--- config.mk ---
export PLATFORM = sky130hd
export DESIGN_NAME = gcm_stream_arbiter
export DESIGN_NICKNAME = d
export VERILOG_FILES = /design/src/rtl/gcm_arb_pkg.sv /design/src/rtl/gcm_arb_watchdog.sv /design/src/rtl/gcm_stream_arbiter.sv
export SDC_FILE = /design/constraint.sdc
export NUM_CORES = 1
export LEC_CHECK = 0
export CAP_MARGIN = 25
export CORE_AREA = 2 2 309 311
export DETAILED_ROUTE_END_ITERATION = 8
export DIE_AREA = 0 0 311 313
export GPL_TIMING_DRIVEN = 0
export MAX_ROUTING_LAYER = met4
export PLACE_DENSITY = 0.3
export SLEW_MARGIN = 5
export SYNTH_ARGS = -nofsm -noshare
export SYNTH_HDL_FRONTEND = slang
export SYNTH_HIERARCHICAL = 1
export SYNTH_SLANG_ARGS = --single-unit
--- constraint.sdc ---
create_clock -name clk -period 1.5 [get_ports clk]
set_input_delay 0.45 -clock clk [delete_from_list [all_inputs] [get_ports clk]]
set_output_delay 0.45 -clock clk [all_outputs]
set_load 0.02 [all_outputs]
--- src/rtl/gcm_arb_pkg.sv ---
// Shared types for the two-requester GCM engine stream arbiter:
// FSM state encoding, requester index type and the default stream width.
package gcm_arb_pkg;

  localparam int unsigned GCM_ARB_DATA_WIDTH = 128;

  typedef enum logic [1:0] {
    IDLE  = 2'd0,
    REQ   = 2'd1,
    RSP   = 2'd2,
    FLUSH = 2'd3
  } arb_state_e;

  typedef logic req_idx_t;

  function automatic logic [1:0] idx_to_onehot(input req_idx_t idx);
    return idx ? 2'b10 : 2'b01;
  endfunction

endpackage

--- src/rtl/gcm_arb_watchdog.sv ---
// Response-stall watchdog for gcm_stream_arbiter: counts stalled response cycles
// and times the engine reset pulse used to recover a hung engine.
module gcm_arb_watchdog #(
  parameter int unsigned TIMEOUT_CYCLES = 4096,
  parameter int unsigned RST_CYCLES     = 4
) (
  input  logic clk_i,
  input  logic rst_ni,
  input  logic rsp_active_i,
  input  logic rsp_stall_i,
  input  logic rsp_hs_i,
  input  logic flush_active_i,
  output logic timeout_o,
  output logic flush_first_o,
  output logic flush_done_o
);

  localparam int unsigned STALL_W = $clog2(TIMEOUT_CYCLES + 1);
  localparam int unsigned FLUSH_W = $clog2(RST_CYCLES + 1);

  logic [STALL_W-1:0] stall_cnt_q, stall_cnt_d;
  logic [FLUSH_W-1:0] flush_cnt_q, flush_cnt_d;

  // Downstream hold-off (engine valid, requester not ready) is not a stall: the count holds.
  always_comb begin
    stall_cnt_d = stall_cnt_q;
    if (!rsp_active_i || rsp_hs_i) begin
      stall_cnt_d = '0;
    end else if (rsp_stall_i) begin
      stall_cnt_d = stall_cnt_q + 1'b1;
    end
    flush_cnt_d = '0;
    if (flush_active_i) begin
      flush_cnt_d = flush_cnt_q + 1'b1;
    end
  end

  always_ff @(posedge clk_i) begin
    if (!rst_ni) begin
      stall_cnt_q <= '0;
      flush_cnt_q <= '0;
    end else begin
      stall_cnt_q <= stall_cnt_d;
      flush_cnt_q <= flush_cnt_d;
    end
  end

  assign timeout_o     = rsp_active_i && rsp_stall_i &&
                         (stall_cnt_q == STALL_W'(TIMEOUT_CYCLES - 1));
  assign flush_first_o = flush_active_i && (flush_cnt_q == '0);
  assign flush_done_o  = flush_active_i && (flush_cnt_q == FLUSH_W'(RST_CYCLES - 1));

endmodule

--- src/rtl/gcm_stream_arbiter.sv ---
// Round-robin packet arbiter sharing one GCM engine between two AXI-Stream requesters.
// Optional response-stall recovery is built when GCM_ARB_WATCHDOG_EN is defined.
module gcm_stream_arbiter
  import gcm_arb_pkg::*;
#(
  parameter int unsigned DATA_WIDTH     = GCM_ARB_DATA_WIDTH,
  parameter int unsigned TIMEOUT_CYCLES = 4096,
  parameter int unsigned RST_CYCLES     = 4
) (
  input  logic                  clk,
  input  logic                  rst_n,
  input  logic [DATA_WIDTH-1:0] s0_tdata,
  input  logic                  s0_tvalid,
  input  logic                  s0_tlast,
  output logic                  s0_tready,
  input  logic [DATA_WIDTH-1:0] s1_tdata,
  input  logic                  s1_tvalid,
  input  logic                  s1_tlast,
  output logic                  s1_tready,
  output logic [DATA_WIDTH-1:0] m0_tdata,
  output logic                  m0_tvalid,
  output logic                  m0_tlast,
  input  logic                  m0_tready,
  output logic [DATA_WIDTH-1:0] m1_tdata,
  output logic                  m1_tvalid,
  output logic                  m1_tlast,
  input  logic                  m1_tready,
  output logic [DATA_WIDTH-1:0] eng_s_tdata,
  output logic                  eng_s_tvalid,
  output logic                  eng_s_tlast,
  input  logic                  eng_s_tready,
  input  logic [DATA_WIDTH-1:0] eng_m_tdata,
  input  logic                  eng_m_tvalid,
  input  logic                  eng_m_tlast,
  output logic                  eng_m_tready,
  output logic                  eng_rst_n,
  output logic [1:0]            grant,
  output logic                  err_timeout
);

  arb_state_e state_q, state_d;
  logic [1:0] grant_q, grant_d;
  req_idx_t   last_grant_q, last_grant_d;
  logic       eng_rst_n_q, eng_rst_n_d;
  req_idx_t   owner;
  logic       req_hs, rsp_hs;
  logic       wd_timeout, wd_flush_done;

  assign owner = grant_q[1];

  // A beat transfers on a cycle where valid and ready are both high; valid never waits on ready.
  // Data is a zero-latency mux; only valid/last/ready are gated by the phase.
  always_comb begin
    eng_s_tdata  = owner ? s1_tdata : s0_tdata;
    eng_s_tvalid = 1'b0;
    eng_s_tlast  = 1'b0;
    s0_tready    = 1'b0;
    s1_tready    = 1'b0;
    m0_tdata     = eng_m_tdata;
    m1_tdata     = eng_m_tdata;
    m0_tvalid    = 1'b0;
    m0_tlast     = 1'b0;
    m1_tvalid    = 1'b0;
    m1_tlast     = 1'b0;
    eng_m_tready = 1'b0;
    if (state_q == REQ) begin
      eng_s_tvalid = owner ? s1_tvalid : s0_tvalid;
      eng_s_tlast  = owner ? s1_tlast : s0_tlast;
      s0_tready    = grant_q[0] & eng_s_tready;
      s1_tready    = grant_q[1] & eng_s_tready;
    end
    if (state_q == RSP) begin
      m0_tvalid    = grant_q[0] & eng_m_tvalid;
      m0_tlast     = grant_q[0] & eng_m_tlast;
      m1_tvalid    = grant_q[1] & eng_m_tvalid;
      m1_tlast     = grant_q[1] & eng_m_tlast;
      eng_m_tready = owner ? m1_tready : m0_tready;
    end
  end

  assign req_hs = eng_s_tvalid & eng_s_tready;
  assign rsp_hs = eng_m_tvalid & eng_m_tready;

  always_comb begin
    state_d      = state_q;
    grant_d      = grant_q;
    last_grant_d = last_grant_q;
    unique case (state_q)
      IDLE: begin
        if (s0_tvalid || s1_tvalid) begin
          if (s0_tvalid && s1_tvalid) begin
            grant_d = idx_to_onehot(~last_grant_q);
          end else begin
            grant_d = s1_tvalid ? 2'b10 : 2'b01;
          end
          state_d = REQ;
        end
      end
      REQ: begin
        if (req_hs && eng_s_tlast) begin
          state_d = RSP;
        end
      end
      RSP: begin
        if (rsp_hs && eng_m_tlast) begin
          last_grant_d = owner;
          grant_d      = 2'b00;
          state_d      = IDLE;
        end else if (wd_timeout) begin
          // The stalled owner counts as served so the other requester goes next.
          last_grant_d = owner;
          grant_d      = 2'b00;
          state_d      = FLUSH;
        end
      end
      FLUSH: begin
        if (wd_flush_done) begin
          state_d = IDLE;
        end
      end
      default: state_d = IDLE;
    endcase
    eng_rst_n_d = (state_d != FLUSH);
  end

  always_ff @(posedge clk) begin
    if (!rst_n) begin
      state_q      <= IDLE;
      grant_q      <= 2'b00;
      last_grant_q <= 1'b1;
      eng_rst_n_q  <= 1'b0;
    end else begin
      state_q      <= state_d;
      grant_q      <= grant_d;
      last_grant_q <= last_grant_d;
      eng_rst_n_q  <= eng_rst_n_d;
    end
  end

  assign grant     = grant_q;
  assign eng_rst_n = eng_rst_n_q;

`ifdef GCM_ARB_WATCHDOG_EN
  logic wd_flush_first;

  gcm_arb_watchdog #(
    .TIMEOUT_CYCLES(TIMEOUT_CYCLES),
    .RST_CYCLES    (RST_CYCLES)
  ) u_watchdog (
    .clk_i         (clk),
    .rst_ni        (rst_n),
    .rsp_active_i  (state_q == RSP),
    .rsp_stall_i   (~eng_m_tvalid),
    .rsp_hs_i      (rsp_hs),
    .flush_active_i(state_q == FLUSH),
    .timeout_o     (wd_timeout),
    .flush_first_o (wd_flush_first),
    .flush_done_o  (wd_flush_done)
  );

  assign err_timeout = wd_flush_first;
`else
  // FLUSH is unreachable without the watchdog; should it ever be entered, leave at once.
  assign wd_timeout    = 1'b0;
  assign wd_flush_done = (TIMEOUT_CYCLES > 0) && (RST_CYCLES > 0);
  assign err_timeout   = 1'b0;
`endif

endmodule

; ---- Word level (Yosys, flattened, before mapping)
; Index checks and enable logic that the tools add are counted.
[classes]
n_eq_ne = 6
muxes = 23
n_bitwise = 8
reduce_logical = 8
[ops]
columns = operator, count
row1 = 128-bit 2-to-1 mux, 1
row2 = 2-bit 2-to-1 mux, 8
row3 = 1-bit 2-to-1 mux, 12
row4 = 1-bit bitwise AND, 8
row5 = 2-bit one-hot mux with 4 select lines, 1
row6 = "2-bit equality test, second input constant", 2
row7 = "2-bit != test, second input constant", 2
row8 = 2-bit one-hot mux with 2 select lines, 1
row9 = 1-bit logical AND, 3
row10 = 3-bit AND reduction, 1
row11 = "2-bit by 1-bit equality test with 1-bit output, second input constant", 1
row12 = 2-bit logical NOT, 1
row13 = "2-bit by 1-bit != test with 1-bit output, second input constant", 1
row14 = 2-bit AND reduction, 1
row15 = 2-bit nonzero test, 1
row16 = 1-bit logical OR, 1
[word_totals]
reg_bits = 6
inputBits = 395
output_inout_bits = 397
elab_cells = 49

; ---- Depth between registers and ports, before layout
[logic_depth]
word_depth = 7
mapped_depth = 4
mapped_depth_nobuf = 3

; ---- Worst setup path after synthesis
; Ideal clock, no wire load.
[synth_path]
path_kind = register to output
start = register grant_q[1] (netlist: grant[1])
end = output port eng_s_tdata[100]
arrival_time_ps = 1294
setup_slack_ps = -244
stages_incl_launch_ff = 4
n_path_buf = 2
path_cell_list = dfxtp_1 > buf_4 > buf_2 > mux2_2
[synth_via]
elab_chain_cells = 1
[synth_rtl]
columns = element, line
row1 = from (decl), gcm_stream_arbiter.sv:42  ; logic [1:0] grant_q, grant_d;
row2 = from (signal assigned), gcm_stream_arbiter.sv:134  ; grant_q <= grant_d;
row3 = 128-bit 2-to-1 mux, gcm_stream_arbiter.sv:54  ; eng_s_tdata = owner ? s1_tdata : s0_tdata;
row4 = to (decl), gcm_stream_arbiter.sv:28  ; output logic [DATA_WIDTH-1:0] eng_s_tdata,
; No other way between the ends.

; ---- Final worst setup path
[layout_path]
start = register grant_q[1] (netlist: grant[1])
end = output port eng_s_tdata[31]
; Same word-level chain as after synthesis.

==> metrics.txt <==
Seq/Total Area, Yosys 3.13%; Yosys cell types 25; TNS Setup -63990 ps; count of final setup violators around 140; R2R Setup Slk 110 ps; routability cong. slightly below 0.8; Antenna Violating Nets Remaining 0; pwr dens 374 nW/um2; Rows around 110; largest family of logic cells by synthesized area buffers and inverters; Post-synth top flop dfxtp_1; Post-synth EDFFs 0; Adder-Cell Fraction of Synth Area 0%; Layout area overhead 251%; Post-Layout Cell Count approximately 2400; peak supply drop 237 uV; relative slew slack between 50% and 60%; Vias about 5600; Layout Nets 1541; most frequent cells in the layout buf_4, clkdlybuf4s50_1, dlymetal6s2s_1, mux2_4, buf_6; CP startpoint kind register; worst hold start grant[0]; Tightest Hold Check Type register to register; CTS H-tree lvls 1; leak pwr 0.00756 uW; Mean Syn Cell Area ~8.6 um2; Max Clock Freq 484 MHz; gr ovfl total 0; Synth Area in Compound Gates under 10%; R2R cell count 5; DRC errors left 0; total power approximately 5000 uW; CP arrival about 1600 ps; Worst-path clk slew ~40 ps; drt total wl between 30000 and 40000 um; Max FO, Critical Path 6; Core Box Area around 94000 um2; register bit total from synthesis 6; die height about 310 um; setup ws final -566 ps; commonest non-fill, non-tap cell in the layout buf_4; critical path required time 1050 ps; synth top area cells buf_4, mux2_2, dfxtp_1, buf_2, mux2i_1; Initial DRC Count 34; Post-Synth XOR/XNOR Area 0%; placed cell count 2373; clk sinks 6; largest net degree at the start of global routing 11; Final Util about 14%; syn_nets ~840; Num CTS Buffers 3; die width between 300 and 400 um; dpl hpwl between 20000 and 30000 um; CTS tree built; area of the mapped netlist ~3800 um2; Avg WL per Cell about 13 um; outcome complete, but fails checks; global-route wire length before repair around 40000 um; share of cells above drive strength 1 between 50% and 60%; top-level I/O count just under 800; initial cell density of the core under 10%; total track usage under 10%; clock root buffer clkbuf_16; post-layout min period 2070 ps; final hold vios 0; worst clock skew 18.8 ps; failing checks negative setup slack; Mapped Cells about 450; hold worst-path end grant[0]; mux contribution to synthesized area roughly two fifths; fin. max-slew vios 0; RSZ-0062 raised after global routing true; Clk Latency, worst-skew pair between 200 and 300 ps; slew of the pin with the lowest slew margin about 650 ps; First-pass DRT Iterations 4; yosys warns 6; RR Startpoint grant[1]; share of the synthesized area in the top cell type 50.7%; period utilisation layout 138%; die area slightly below 100000 um2; Crit Path Class register to output pin; worst hold stages 2; vias in the first global route 5844; Post-Synth Simple-Gate Area under 10%; Setup crit end kind output pin; Max Buffers Root-to-Sink 2; Synth area leader buf_4; Async SR Flop Fraction 0%; end of the worst register-to-register path state_q[0]; Port-buffer cells approximately 660; Vias per Instance 2.31; max_cap viols 0; initial antenna violation count 5
## Yosys cell counts, types with 2 or more instances
cell type / number
and3_1: 6
mux2_2: 128
o31ai_1: 3
nor2_1: 4
buf_4: 259
nor2b_1: 4
buf_2: 13
clkbuf_1: 2
mux2i_1: 4
dfxtp_1: 6
nand2_1: 4
## cell type report
cell class	instances	area, um2
buffer	274	2230
clock buffer	4	78.8
sequential	6	131
antenna	4	10.0
multi-input combinational	166	2010
timing repair buffer	694	7410
fill	10769	80700
inverter	1	3.75
tap	1265	1580
## power by group
group / internal [uW] / leakage (uW) / switching (uW) / total [uW]
sequential: 170 / 0.0000515 / 20.0 / 190
combinational: 2550 / 0.00747 / 1740 / 4300
clock: 361 / 0.0000382 / 192 / 553
total: 3080 / 0.00756 / 1960 / 5040
## kinds of logic (layout without fill, tap and decap cells)
| logic type | Yosys count | count (layout) |
|---|---|---|
| and+or+nand+nor | 26 | 26 |
| muxes | 132 | 132 |
| AOI/OAI and AO/OA | 7 | 7 |
| buffers and inverters | 275 | 973 |
| DFF | 6 | 6 |
| other | 1 | 5 |
## worst max-delay path: stages, from the launching register on
cell	delay, ps
dfxtp_4	420
buf_12	180
buf_12	130
clkbuf_16	140
mux2_4	310
buf_6	140
## through the flow
stage	hold WS, ps	setup slack, ps	cell area, um2
2_1_floorplan	502	-48.6	3960
3_3_place_gp	519	-1190	12200
3_5_place_dp	536	-1150	12200
4_1_cts	545	-762	12200
5_1_grt	569	-646	13500
6_report	543	-566	13500
## sequential cells by signal, summed over array words and instances (netlist names)
signal        cells
state_q           2
grant             2
eng_rst_n         1
last_grant_q      1
## how the worst max path moves through the flow
| stage | start | end | cells past startpoint |
|---|---|---|---|
| 2_1_floorplan | grant[1] | eng_s_tdata[10] | 3 |
| 3_3_place_gp | grant[1] | eng_s_tdata[74] | 4 |
| 3_5_place_dp | grant[1] | eng_s_tdata[74] | 4 |
| 4_1_cts | grant[1] | eng_s_tdata[31] | 4 |
| 5_1_grt | grant[1] | eng_s_tdata[74] | 4 |
| 6_report | grant[1] | eng_s_tdata[31] | 5 |
## what timing repair did
action	in CTS	in global routing
setup buffers	0	26
hold endpoints to repair	0	0
resized for setup	221	828
gates cloned	0	7
endpoints found under the setup margin	396	390
pin swaps	0	1
hold buffers	0	0
## layer usage
| metal | vias to the layer above | routed length (um) | global-route usage [%] | share of wire, % |
|---|---|---|---|---|
| met3 | 14 | 2580 | 2.41 | 8.3 |
| li1 | 2635 | - | - | - |
| met1 | 2521 | 10800 | 5.01 | 35 |
| met5 | - | 0 | - | 0 |
| met2 | 401 | 17400 | 11.4 | 56 |
| met4 | 0 | 357 | 0.933 | 1.1 |
Power figures use the tool's default switching activity.
